### config.mk
export PLATFORM = sky130hd
export DESIGN_NAME = idct_transpose_buf
export DESIGN_NICKNAME = d
export VERILOG_FILES = /design/src/rtl/idct_transpose_buf_pkg.sv /design/src/rtl/idct_tbuf_bank.sv /design/src/rtl/idct_transpose_buf.sv
export SDC_FILE = /design/constraint.sdc
export NUM_CORES = 2
export LEC_CHECK = 0
export CORE_UTILIZATION = 60
export DETAILED_ROUTE_END_ITERATION = 10
export PLACE_DENSITY = 0.78
export SLEW_MARGIN = 25
export SYNTH_ARGS = -nofsm -noshare
export SYNTH_HDL_FRONTEND = slang
export SYNTH_HIERARCHICAL = 1
export SYNTH_SLANG_ARGS = --single-unit
export TNS_END_PERCENT = 1
### constraint.sdc
create_clock -name clk -period 33.4 [get_ports clk]
set_clock_uncertainty 0.2 [all_clocks]
set_input_delay 3.34 -clock clk [delete_from_list [all_inputs] [get_ports clk]]
set_output_delay 3.34 -clock clk [all_outputs]
set_load 0.02 [all_outputs]
### src/rtl/idct_transpose_buf_pkg.sv
// Shared constants for the 8x8 inverse-DCT path.
package idct_transpose_buf_pkg;

  localparam int unsigned W     = 32;
  localparam int unsigned BLK   = 8;
  localparam int unsigned IDX_W = 3;
  localparam int unsigned ROW_W = BLK * W;

  // Column-IDCT slot order: slot j takes row COL_PERM[j] (0,4,6,2,1,7,5,3); slot j at bits [3j+2:3j].
  localparam logic [BLK*IDX_W-1:0] COL_PERM = {3'd3, 3'd5, 3'd7, 3'd1, 3'd2, 3'd6, 3'd4, 3'd0};

  // Row index that feeds a given output slot.
  function automatic logic [IDX_W-1:0] col_perm(input logic [IDX_W-1:0] slot);
    return COL_PERM[IDX_W*int'(slot) +: IDX_W];
  endfunction

endpackage

### src/rtl/idct_tbuf_bank.sv
// One 8x8 bank of W-bit words: row-wide write, permuted column-wide read.
module idct_tbuf_bank
  import idct_transpose_buf_pkg::*;
(
  input  logic             clk,
  input  logic             wr_en,
  input  logic [IDX_W-1:0] wr_row,
  input  logic [ROW_W-1:0] wr_data,
  input  logic [IDX_W-1:0] rd_col,
  output logic [ROW_W-1:0] rd_data_c
);

  logic [ROW_W-1:0] mem [BLK];

  // Store a full row; contents are not reset.
  always_ff @(posedge clk) begin
    if (wr_en) begin
      mem[wr_row] <= wr_data;
    end
  end

  // Gather one column with its words reordered into column-IDCT slot order.
  always_comb begin
    rd_data_c = '0;
    for (int j = 0; j < BLK; j++) begin
      rd_data_c[W*j +: W] = mem[col_perm(IDX_W'(j))][W*int'(rd_col) +: W];
    end
  end

endmodule

### src/rtl/idct_transpose_buf.sv
// Ping-pong transpose buffer between the row-IDCT and column-IDCT stages.
module idct_transpose_buf
  import idct_transpose_buf_pkg::*;
(
  input  logic             clk,
  input  logic             reset,
  input  logic             in_valid,
  output logic             in_ready,
  input  logic [ROW_W-1:0] in_data,
  output logic             out_valid,
  input  logic             out_ready,
  output logic [ROW_W-1:0] out_data,
  output logic             out_last
);

  logic [1:0]       bank_full;
  logic [1:0]       bank_full_nxt;
  logic             wr_bank;
  logic             wr_bank_nxt;
  logic             rd_bank;
  logic             rd_bank_nxt;
  logic [IDX_W-1:0] row_cnt;
  logic [IDX_W-1:0] col_cnt;
  logic             wr_fire_c;
  logic             rd_fire_c;
  logic             wr_last_c;
  logic             rd_last_c;
  logic [ROW_W-1:0] rd_data0_c;
  logic [ROW_W-1:0] rd_data1_c;
  logic [ROW_W-1:0] col_data_c;

  assign wr_fire_c  = in_valid && in_ready;
  assign rd_fire_c  = (!out_valid || out_ready) && bank_full[rd_bank];
  assign wr_last_c  = wr_fire_c && (row_cnt == IDX_W'(BLK - 1));
  assign rd_last_c  = rd_fire_c && (col_cnt == IDX_W'(BLK - 1));
  assign col_data_c = rd_bank ? rd_data1_c : rd_data0_c;

  idct_tbuf_bank u_bank0 (
    .clk       (clk),
    .wr_en     (wr_fire_c && !wr_bank),
    .wr_row    (row_cnt),
    .wr_data   (in_data),
    .rd_col    (col_cnt),
    .rd_data_c (rd_data0_c)
  );

  idct_tbuf_bank u_bank1 (
    .clk       (clk),
    .wr_en     (wr_fire_c && wr_bank),
    .wr_row    (row_cnt),
    .wr_data   (in_data),
    .rd_col    (col_cnt),
    .rd_data_c (rd_data1_c)
  );

  // Bank fill/release bookkeeping; fill and release always target different banks.
  always_comb begin
    bank_full_nxt = bank_full;
    wr_bank_nxt   = wr_bank;
    rd_bank_nxt   = rd_bank;
    if (wr_last_c) begin
      bank_full_nxt[wr_bank] = 1'b1;
      wr_bank_nxt            = !wr_bank;
    end
    if (rd_last_c) begin
      bank_full_nxt[rd_bank] = 1'b0;
      rd_bank_nxt            = !rd_bank;
    end
  end

  // Pointers, counters, registered in_ready and the output column register.
  always_ff @(posedge clk) begin
    if (reset) begin
      bank_full <= '0;
      wr_bank   <= 1'b0;
      rd_bank   <= 1'b0;
      row_cnt   <= '0;
      col_cnt   <= '0;
      in_ready  <= 1'b1;
      out_valid <= 1'b0;
      out_last  <= 1'b0;
      out_data  <= '0;
    end else begin
      bank_full <= bank_full_nxt;
      wr_bank   <= wr_bank_nxt;
      rd_bank   <= rd_bank_nxt;
      in_ready  <= !bank_full_nxt[wr_bank_nxt];
      if (wr_fire_c) begin
        row_cnt <= row_cnt + IDX_W'(1);
      end
      if (rd_fire_c) begin
        col_cnt  <= col_cnt + IDX_W'(1);
        out_data <= col_data_c;
      end
      if (!out_valid || out_ready) begin
        out_valid <= bank_full[rd_bank];
        out_last  <= rd_last_c;
      end
    end
  end

endmodule

==> impl_metrics.json <==
{
  "critPathSlowestCell": "buf_4",
  "synthArstFlopShare_pct": 0,
  "placed_area_mm2": 0.175,
  "synth_edf_count": 4096,
  "vdd_drop_max_v": 0.0000514,
  "required_ns": 34.06,
  "gr-total-overflow": 0,
  "synth_area_leaders": "edfxtp_1, mux4_2, mux2_2, dfxtp_1, mux2i_1",
  "viasPerCell": 6.55,
  "path_delay_family": "buffers and inverters",
  "grt_pass1_wl_um": 544000,
  "m1WireLength_um": 143000,
  "report.final.slew_viol_count": 0,
  "top_layer": "met5",
  "finalWorstSetupSlack_ns": 26.93,
  "wl_per_cell_um": 31.5,
  "rsz0062_at_grt": "no",
  "worstSetupPathType": "in -> reg",
  "hpwl_um": 196000,
  "crit_end": "out_data[5]",
  "cts_setup_buffers": 0,
  "drive_gt1_share_pct": 30.8,
  "drt_pass1_iterations": 6,
  "htree_levels": 5,
  "utilization_pct": 68.7,
  "cts_resized": 0,
  "crit_path_end_kind": "flip-flop",
  "startpoint_type": "input port",
  "crit_fanout": 160,
  "cts_tree": "built",
  "met3_length_um": 32500,
  "ys_types": 30,
  "clock-sinks": 4365,
  "yosysTopAreaCell": "edfxtp_1",
  "synth_fp_nets": 7402,
  "synth.top_cells.by_count": "edfxtp_1, mux4_2, mux2_2, nor2_1, dfxtp_1",
  "reg2reg_slack_ns": 27.81,
  "synthesis.area_mm2": 0.167,
  "power.density_mw_per_mm2": 58.8,
  "hp-class": "reg -> reg",
  "ys_seq_area_share_pct": 77.0,
  "slew_headroom_pct": 19.2,
  "port-buffer-count": 518,
  "syn2layout_area_growth_pct": 13.9,
  "drt_iter0_markers": 8895,
  "cp.depth": 9,
  "synth_top_area_share_pct": 73.8,
  "drc": 0,
  "grt_pass1_vias": 79953,
  "antenna_found_initial": 17,
  "status": "finished, final reports clean",
  "leakagePower_nw": 56.7,
  "timing.rr.start": "col_cnt[0]",
  "vias": 77694,
  "cts_buffers": 421,
  "max_slew.worst_pin.slew_ns": 1.21,
  "synth_most_common_cell": "edfxtp_1",
  "synth_cells": 7138,
  "worstPathCellList": "clkdlybuf4s50_1 -> nor2b_1 -> buf_4 -> nor2_4 -> buf_12 -> buf_12 -> buf_4 -> nor2_1 -> a211oi_2",
  "postCtsHoldBufs": 0,
  "final_nets": 8060,
  "insertion_delay_ns": 0.97,
  "ios": 519,
  "min_period_ns": 6.47,
  "r2r_cells": 9,
  "finalSetupTns_ns": 0,
  "dieArea_mm2": 0.280,
  "final_area_mm2": 0.190,
  "arrival_ns": 7.14,
  "clockBufferDepth": 4,
  "post-route-period-util_pct": 19.4,
  "coreArea_mm2": 0.276,
  "place_ws_ns": 25.96,
  "cp.buffers_inverters": 5,
  "cp_slowest_stage_delay_ns": 0.82,
  "grt_usage_pct": 26.7,
  "fp-row-count": 193,
  "cts_root_buffer": "clkbuf_16",
  "cts.clk_slew.worst_paths_ns": 0.06,
  "fillers": 15851,
  "clock.fmax_ghz": 0.154,
  "startpoint": "out_ready",
  "ys_warn_count": 6,
  "syn_area_per_cell_um2": 23.3,
  "ys_dominant_reg_cell": "edfxtp_1",
  "grt_max_degree": 193,
  "finalWirelength_um": 374000,
  "ys_ff_latch": 4365,
  "maxCapViolations": 0,
  "setup_viol": 0,
  "hold_viol_final": 0,
  "wl_met2_um": 189000,
  "start_util_pct": 60.3,
  "r2r_end": "out_data[141]",
  "antenna_left": 0,
  "gp_congestion": 0.749,
  "dieHeight_um": 529,
  "die_w_um": 529
}
cells in the final DEF (no fill, tap or decap), drive strengths merged:
master / synthesis / layout
dfxtp: 269 / 269
inv: 1 / 11
clkinvlp: 0 / 15
nand3: 3 / 3
xor2: 1 / 1
bufinv: 0 / 50
clkinv: 0 / 161
nand2b: 7 / 7
nor2b: 1 / 1
nor3: 8 / 8
diode: 0 / 4
edfxtp: 4096 / 4096
clkbuf: 108 / 551
a41oi: 1 / 1
mux2i: 259 / 259
a31oi: 1 / 1
nor2: 277 / 277
mux2: 512 / 512
and4: 1 / 1
xnor2: 2 / 2
and3: 1 / 1
a21oi: 4 / 4
ha: 4 / 4
buf: 292 / 122
a211oi: 256 / 256
mux4: 1024 / 1024
o22ai: 1 / 1
nand2: 8 / 8
a22oi: 1 / 1
clkdlybuf4s50: 0 / 513
stage by stage:
stage / power, W / instances / hold slack, ns
2_1_floorplan: 0.00626 / 7138 / 0.281
3_3_place_gp: 0.00639 / 11065 / 0.289
3_5_place_dp: 0.00640 / 11069 / 0.294
4_1_cts: 0.0112 / 11856 / 0.305
5_1_grt: 0.0114 / 11866 / 0.324
6_report: 0.0112 / 11869 / 0.306
tightest hold or removal path, cell delays in order, from the launching register on:
cell,delay [ns]
dfxtp_1,0.31
nor2_1,0.10
a211oi_1,0.05
power breakdown:
part | switching [W] | total, W | internal, W
clock | 0.00205 | 0.00488 | 0.00282
sequential | 0.0000158 | 0.00606 | 0.00605
combinational | 0.000174 | 0.000227 | 0.0000535
worst min path at each step:
stage	start	endpoint	slack (ns)	cells after the start
2_1_floorplan	row_cnt[2]	row_cnt[2]	0.28	2
3_3_place_gp	out_data[156]	out_data[156]	0.29	2
3_5_place_dp	out_data[199]	out_data[199]	0.29	2
4_1_cts	out_data[199]	out_data[199]	0.30	2
5_1_grt	out_data[199]	out_data[199]	0.32	2
6_report	out_data[199]	out_data[199]	0.31	2
kinds of logic after synthesis:
kind of cell               share of synthesized area (%)
muxes                                               18.9
DFF                                                 77.0
AOI/OAI and AO/OA                                   1.77
and+or+nand+nor                                    0.716
xor gates and xnor gates                          0.0158
adders and majority gates                         0.0300
buffers and inverters                               1.58
metal layers:
metal / vias to the layer above / GRT usage [%]
met2: 4218 / 44.1
met4: 20 / 7.43
met3: 591 / 4.63
met1: 41417 / 37.2
li1: 31448 / -
met5: - / 0
sequential cells by signal, indices dropped and copies added (netlist names):
register,flops
bank_full,2
col_cnt,3
in_ready,1
out_data,256
out_last,1
out_valid,1
rd_bank,1
row_cnt,3
u_bank0/mem,2048
u_bank1/mem,2048
wr_bank,1
area by class of cell:
cell class / count / area, µm² / share of cell area, %
antenna: 4 / 10.0 / 0.00527
clock buffer: 551 / 11400 / 6.03
sequential: 4365 / 128000 / 67.7
inverter: 1 / 3.75 / 0.00198
tap: 3705 / 4640 / 2.44
timing repair buffer: 635 / 6600 / 3.48
multi-input combinational: 2372 / 35800 / 18.8
clock inverter: 236 / 2930 / 1.54
Power figures use the tool's default switching activity.
